### config.mk
export PLATFORM = sky130hd
export DESIGN_NAME = isi_ms_sel_decoder
export DESIGN_NICKNAME = d
export VERILOG_FILES = /design/src/rtl/isi_ms_sel_decoder.sv
export SDC_FILE = /design/constraint.sdc
export NUM_CORES = 1
export LEC_CHECK = 0
export BUFFER_PORTS_ARGS = -buffer_cell sky130_fd_sc_hd__buf_4
export CELL_PAD_IN_SITES_DETAIL_PLACEMENT = 1
export CELL_PAD_IN_SITES_GLOBAL_PLACEMENT = 1
export CORE_UTILIZATION = 40
export DETAILED_ROUTE_END_ITERATION = 6
export GPL_TIMING_DRIVEN = 0
export PLACE_DENSITY = 0.72
export SLEW_MARGIN = 5
export SYNTH_ARGS = -nofsm -noshare
export SYNTH_HDL_FRONTEND = slang
export SYNTH_SLANG_ARGS = --single-unit
### constraint.sdc
create_clock -name clk -period 6.7 [get_ports clk]
set_clock_uncertainty 0.2 [all_clocks]
set_input_delay 0.67 -clock clk [delete_from_list [all_inputs] [get_ports clk]]
set_output_delay 0.67 -clock clk [all_outputs]
set_load 0.05 [all_outputs]
### src/rtl/isi_ms_sel_decoder.sv
// Receive-side decoder/checker for the ISI/MS B (18-elem) and C (6-elem) selection outputs.
// Latency: SV/ST sampled on qualified edge N, VB_dec/VC_dec/dec_vld/flags registered on qualified edge N+1.
// No backpressure: every clk_en sample is consumed; clk_en=0 freezes all state and holds outputs.
//
// Ports: clk, rst (async, active-high), clk_en (sample qualifier), chk_en (compare/count enable),
//   clr (sync clear, beats clk_en), VB_ref/VC_ref (encoder input codes), SVB/STB, SVC/STC (selection
//   and transition vectors), VB_dec/VC_dec/dec_vld (decoded codes), mis_b/mis_c/st_err (per-sample
//   error pulses), err_sticky, err_cnt, tcnt_b/tcnt_c (saturating statistics).
module isi_ms_sel_decoder #(
   parameter int REF_DLY = 2,
   parameter int ECNT_W  = 16,
   parameter int TCNT_W  = 20
) (
   input  logic                clk,
   input  logic                rst,
   input  logic                clk_en,
   input  logic                chk_en,
   input  logic                clr,
   input  logic signed [5:0]   VB_ref,
   input  logic signed [3:0]   VC_ref,
   input  logic [17:0]         SVB,
   input  logic [17:0]         STB,
   input  logic [5:0]          SVC,
   input  logic [5:0]          STC,
   output logic signed [5:0]   VB_dec,
   output logic signed [3:0]   VC_dec,
   output logic                dec_vld,
   output logic                mis_b,
   output logic                mis_c,
   output logic                st_err,
   output logic                err_sticky,
   output logic [ECNT_W-1:0]   err_cnt,
   output logic [TCNT_W-1:0]   tcnt_b,
   output logic [TCNT_W-1:0]   tcnt_c
);

   // Warm-up counter saturates at REF_DLY+1: that many samples must have been
   // captured before the reference tap holds the code matching the stage-1 SV.
   localparam int             WW   = $clog2(REF_DLY + 2);
   localparam logic [WW-1:0]  WARM = WW'(REF_DLY + 1);

   typedef struct packed {
      logic [17:0]              svb;
      logic [17:0]              stb;
      logic [17:0]              prev_b;
      logic [5:0]               svc;
      logic [5:0]               stc;
      logic [5:0]               prev_c;
      logic [REF_DLY-1:0][5:0]  dly_b;
      logic [REF_DLY-1:0][3:0]  dly_c;
      logic [5:0]               ref_b;
      logic [3:0]               ref_c;
      logic                     s1_vld;
      logic                     prev_vld;
      logic [WW-1:0]            wcnt;
      logic [5:0]               vb_dec;
      logic [3:0]               vc_dec;
      logic                     dec_vld;
      logic                     mis_b;
      logic                     mis_c;
      logic                     st_err;
      logic                     err_sticky;
      logic [ECNT_W-1:0]        err_cnt;
      logic [TCNT_W-1:0]        tcnt_b;
      logic [TCNT_W-1:0]        tcnt_c;
   } state_t;

   state_t q, d;

   logic [17:0]       xb;
   logic [5:0]        xc;
   logic [4:0]        pc_b, pc_bt;
   logic [2:0]        pc_c, pc_ct;
   logic [5:0]        dec_b;
   logic [3:0]        dec_c;
   logic              chk, mis_b_n, mis_c_n, st_n, any_err, tick;
   logic [TCNT_W:0]   tsum_b, tsum_c;

   // Element toggles since the previous sample; doubles as the expected ST vector.
   assign xb = q.svb ^ q.prev_b;
   assign xc = q.svc ^ q.prev_c;

   always_comb begin
      pc_b  = '0;
      pc_bt = '0;
      pc_c  = '0;
      pc_ct = '0;
      for (int i = 0; i < 18; i++) begin
         pc_b  = pc_b  + {4'd0, q.svb[i]};
         pc_bt = pc_bt + {4'd0, xb[i]};
      end
      for (int i = 0; i < 6; i++) begin
         pc_c  = pc_c  + {2'd0, q.svc[i]};
         pc_ct = pc_ct + {2'd0, xc[i]};
      end
   end

   assign dec_b   = {1'b0, pc_b} - 6'd9;
   assign dec_c   = {1'b0, pc_c} - 4'd3;
   assign chk     = (q.wcnt == WARM) & chk_en;
   assign mis_b_n = chk & (dec_b != q.ref_b);
   assign mis_c_n = chk & (dec_c != q.ref_c);
   // ST history is meaningless until one sample has been seen since rst/clr.
   assign st_n    = chk & q.prev_vld & ((q.stb != xb) | (q.stc != xc));
   assign any_err = mis_b_n | mis_c_n | st_n;
   assign tick    = chk & q.prev_vld;
   assign tsum_b  = {1'b0, q.tcnt_b} + {{(TCNT_W-4){1'b0}}, pc_bt};
   assign tsum_c  = {1'b0, q.tcnt_c} + {{(TCNT_W-2){1'b0}}, pc_ct};

   always_comb begin
      d         = q;
      d.dec_vld = 1'b0;
      d.mis_b   = 1'b0;
      d.mis_c   = 1'b0;
      d.st_err  = 1'b0;
      if (clr) begin
         d = '0;
      end else if (clk_en) begin
         // Stage 1: capture vectors; the oldest tap leaves the line alongside
         // its SV so both reach stage 2 together.
         d.svb    = SVB;
         d.stb    = STB;
         d.svc    = SVC;
         d.stc    = STC;
         d.ref_b  = q.dly_b[REF_DLY-1];
         d.ref_c  = q.dly_c[REF_DLY-1];
         for (int i = REF_DLY - 1; i >= 1; i--) begin
            d.dly_b[i] = q.dly_b[i-1];
            d.dly_c[i] = q.dly_c[i-1];
         end
         d.dly_b[0] = VB_ref;
         d.dly_c[0] = VC_ref;
         d.s1_vld   = 1'b1;
         if (q.wcnt != WARM) d.wcnt = q.wcnt + 1'b1;

         // Stage 2: decode and check the sample captured on the previous qualified edge.
         if (q.s1_vld) begin
            d.vb_dec  = dec_b;
            d.vc_dec  = dec_c;
            d.dec_vld = 1'b1;
            d.mis_b   = mis_b_n;
            d.mis_c   = mis_c_n;
            d.st_err  = st_n;
            if (any_err) begin
               d.err_sticky = 1'b1;
               if (q.err_cnt != '1) d.err_cnt = q.err_cnt + 1'b1;
            end
            if (tick) begin
               d.tcnt_b = tsum_b[TCNT_W] ? '1 : tsum_b[TCNT_W-1:0];
               d.tcnt_c = tsum_c[TCNT_W] ? '1 : tsum_c[TCNT_W-1:0];
            end
            // History tracks even when checking is disabled.
            d.prev_b   = q.svb;
            d.prev_c   = q.svc;
            d.prev_vld = 1'b1;
         end
      end
   end

   always_ff @(posedge clk or posedge rst) begin
      if (rst) q <= '0;
      else     q <= d;
   end

   assign VB_dec     = q.vb_dec;
   assign VC_dec     = q.vc_dec;
   assign dec_vld    = q.dec_vld;
   assign mis_b      = q.mis_b;
   assign mis_c      = q.mis_c;
   assign st_err     = q.st_err;
   assign err_sticky = q.err_sticky;
   assign err_cnt    = q.err_cnt;
   assign tcnt_b     = q.tcnt_b;
   assign tcnt_c     = q.tcnt_c;

endmodule

==> results.md <==
Die:
- The die covers 27,500 um^2.
- The initial core utilization is 41.0%.
- From bottom edge to top edge, the die measures 166 um.
- The core region is 26,200 um^2.
- The floorplan die width is 166 um.
- The number of top-level design ports is around 130.
- The initialized floorplan defines 59 standard-cell rows.

Detailed routing:
- After detailed routing, the number of remaining DRC violations is 13.
- The length of the first detailed-routing pass in iterations is 7.
- The wire length per cell after detailed routing is 18.7 um.
- The DRC violation total after the first TritonRoute iteration is 457.
- The total number of vias is 8,070.
- The final antenna-violating net count is 0.
- In the routed layout, each cell is associated on average with a via count of 5.20.
- Summed over all layers, the routed wires come to roughly 29,000 um.

Logic synthesis:
- In this run the mean area of a mapped cell was 10.2 um^2.
- The number of register bits inferred by synthesis is 176.
- The sequential share of the synthesized area is around two fifths.
- The cell count after synthesis came out at between 1,000 and 1,500.
- The number of nets in the synthesized netlist is ~1,200.
- The most used flip-flop cell after synthesis is dfrtp_1.
- Synthesis instantiated 68 different standard cells from the library.
- The netlist area before placement is 10,700 um^2.
- The number of synthesis warnings is 0.
- After synthesis, the share of flip-flops with an asynchronous set or reset is between 90% and 100%.
- The number of enable flip-flop cells after synthesis is 0.

Setup path:
- The endpoint type of the worst setup path is a register.
- The capture point of the worst reg-to-reg path is err_cnt[13].
- The buffering stage count on the worst path with inverters included is 2.
- The critical-path maximum fanout is 10.
- Counting stages on the worst path, the most repeated cell is fa_1.
- The sort of element at the start of the critical path is a register.
- The slowest library cell on the worst path is fa_1.
- The cell family contributing the most delay on the critical path is adder cells.
- The critical path goes through inv_1 -> fa_1 -> fa_1 -> fa_1 -> fa_1 -> fa_1 -> fa_1 -> fa_1 -> xor2_1 -> o311ai_1 -> a211o_1 -> a2111oi_4 -> nand3_2 -> and2_4 -> o21ai_4 -> buf_6 -> o2bb2ai_1.
- The peak per-stage delay on the critical path is between 0.5 and 0.6 ns.
- In this run the critical register-to-register path is launched from q[163].
- The path type of the worst setup path is reg -> reg.
- STA puts the critical path data required time at 6.85 ns.
- Data arrives at the worst endpoint at between 6 and 7 ns.
- The setup check on the worst reg-to-reg path leaves a slack of 0.32 ns.
- The worst reg2reg path depth is 17.

Global routing:
- The number of antenna violations at the first check in global routing is 0.
- Across every metal layer, demand over resource in global routing totals 22.0%.
- The largest net degree at the start of global routing is 115.
- The via count of the first global-routing pass is 8,711.
- After global routing the overflow that remains totals 0.
- The first global-routing pass estimated between 40,000 and 50,000 um of wire.

STA:
- The transition time at the pin with the least slew margin is between 0.9 and 1 ns.
- The fmax is 157 MHz.
- The final critical path time including I/O delays and setup is 6.38 ns.
- The final worst-path cycle share is 95.3%.
- Setup violations remaining at the end of the flow were counted as 0.
- Across all setup checks in the final design, the least slack found is 0.315 ns.
- The number of endpoints with negative hold slack in the final report was 0.
- The number of pins exceeding their max-slew limit in the final report is 0.
- Setup repair after global routing left no endpoint under its margin.
- Measured against its own limit, the worst slew margin works out to 38.9%.
- The final hold slack is 0.0510 ns.

Power:
- VDD sags by at most 0.137 mV.
- The areal power density over the cells is 225 nW/um^2.
- In this run the static leakage power is 6.41 nW.

Place:
- The total half-perimeter wirelength after legalization and detailed placement is around 21,000 um.
- The setup slack at placement is 0.343 ns.
- The number of cells after detailed placement is 1,520.
- The placed cell area is 12,200 um^2.
- Routability-driven placement finished with a final weighted congestion of 0.801.
- The number of port buffers is 132.

Finish:
- The leading cell type in the layout, fill and taps excluded is buf_4.
- The final layout contains 1,326 nets.
- Leaving out filler cells and counting taps, the final layout contains ~1,600.
- After routing the design area is 12,800 um^2.
- The layout cell share with drive strength beyond 1 is 22.1%.
- The top cell types in the final layout, fill and taps aside, are buf_4, dfrtp_1, nor2_1.
- Once layout is complete, the utilization of the core stands at 48.8%.
- The repair_antennas step left the layout with diodes totalling 0.
- From synthesis to final layout, the design area changed by 19.0%.

Run:
- The max-capacitance violation count is 0.

Clock tree:
- The H-tree generated during clock tree synthesis spans 4 levels.
- Buffers inserted during clock tree synthesis total 17.
- The maximum clock insertion buffer count is 2.
- The TritonCTS clock tree is yes.
- The clock root buffer master is clkbuf_16.
- The number of gates resized after CTS was 0.
- The number of buffers inserted to repair setup after CTS is 0.
- The clock input transition at the sequential cells of the worst setup and hold paths is 0.08 ns.
- The post-cts hold buffer count is 0.
- The clock drives 176 sinks.
- The clock latency of the later-clocked register in the worst-skew pair is 0.44 ns.

Worst hold path:
- The worst min-delay path category is in -> async.

Outcome:
- The run finished, with violations left.
- The final reports fail on DRC.
cell families (layout without fill, tap and decap cells):
kind of cell	Yosys count	count (layout)	share of synthesized area [%]
buffers and inverters	182	346	8.95
multiplexers	80	80	7.45
adder cells (fa/ha/maj)	60	60	9.30
flip-flops	176	176	41.0
AO/OA/AOI/OAI	199	199	12.7
AND/OR/NAND/NOR	295	295	12.7
XOR/XNOR	60	60	7.97
through the flow:
step	setup TNS [ns]	power [mW]
after global placement	-251.26	1.86
after CTS	0	2.90
after floorplan	0	1.67
final	0	2.87
after global routing	0	3.01
after detailed placement	0	1.88
report_power, final:
group / switching [mW] / leakage (nW) / total, mW / internal, mW
clock network: 0.503 / 0.296 / 1.02 / 0.513
registers: 0.0384 / 2.41 / 1.13 / 1.10
logic: 0.402 / 3.71 / 0.720 / 0.318
total: 0.944 / 6.41 / 2.87 / 1.93
worst register-to-register path, delay by kind of cell, from the launching register on:
| kind | cells | cell delay (ns) |
|---|---|---|
| AOI/OAI and AO/OA | 5 | 1.15 |
| DFF | 1 | 0.49 |
| xor gates and xnor gates | 1 | 0.19 |
| adders and majority gates | 7 | 3.54 |
| buffers and inverters | 2 | 0.30 |
| and+or+nand+nor | 2 | 0.42 |
synthesized netlist by cell type, types with 24 or more instances:
library cell	number	area share [%]
buf_4	67	4.7
mux2i_1	80	7.5
dfrtp_1	176	41
nand3_1	26	1.2
inv_1	68	2.4
o21ai_0	45	2.1
a21oi_1	52	2.4
nor2_1	112	3.9
nand2_1	91	3.2
ha_1	27	3.1
xnor3_1	24	5.0
fa_1	33	6.2
registers in the layout (all words and copies together) (netlist names):
name and count:
mis_b 1, mis_c 1, tcnt_c 20, q 106, st_err 1, err_cnt 16, err_sticky 1, VB_dec 6
dec_vld 1, tcnt_b 20, VC_dec 3
layer usage:
metal	track usage (%)	up-vias	share of wire (%)
li1	-	3821	-
met1	29.7	4073	46
met2	37.7	151	50
met3	2.31	25	2.9
met4	6.01	0	1.4
met5	0	-	0
layout make-up:
class | count | area, um^2
clock buffers | 18 | 439
repair buffers | 133 | 1020
multi-input cells | 694 | 5380
plain buffers | 112 | 698
fillers | 2914 | 13400
well taps | 335 | 419
inverters | 69 | 267
clock inverters | 14 | 161
flip-flops and latches | 176 | 4400
worst max path at each step:
stage / from / endpoint / slack [ns] / cells past startpoint
after floorplan: q[169] / tcnt_b[5] / 1.05 / 23
after global placement: rst / q[85] / -1.45 / 2
after detailed placement: q[169] / tcnt_b[5] / 0.34 / 23
after CTS: q[163] / tcnt_b[7] / 0.25 / 22
after global routing: q[163] / tcnt_b[7] / 0.02 / 21
final: q[163] / err_cnt[13] / 0.32 / 17
(Power assumes the default switching activity.)
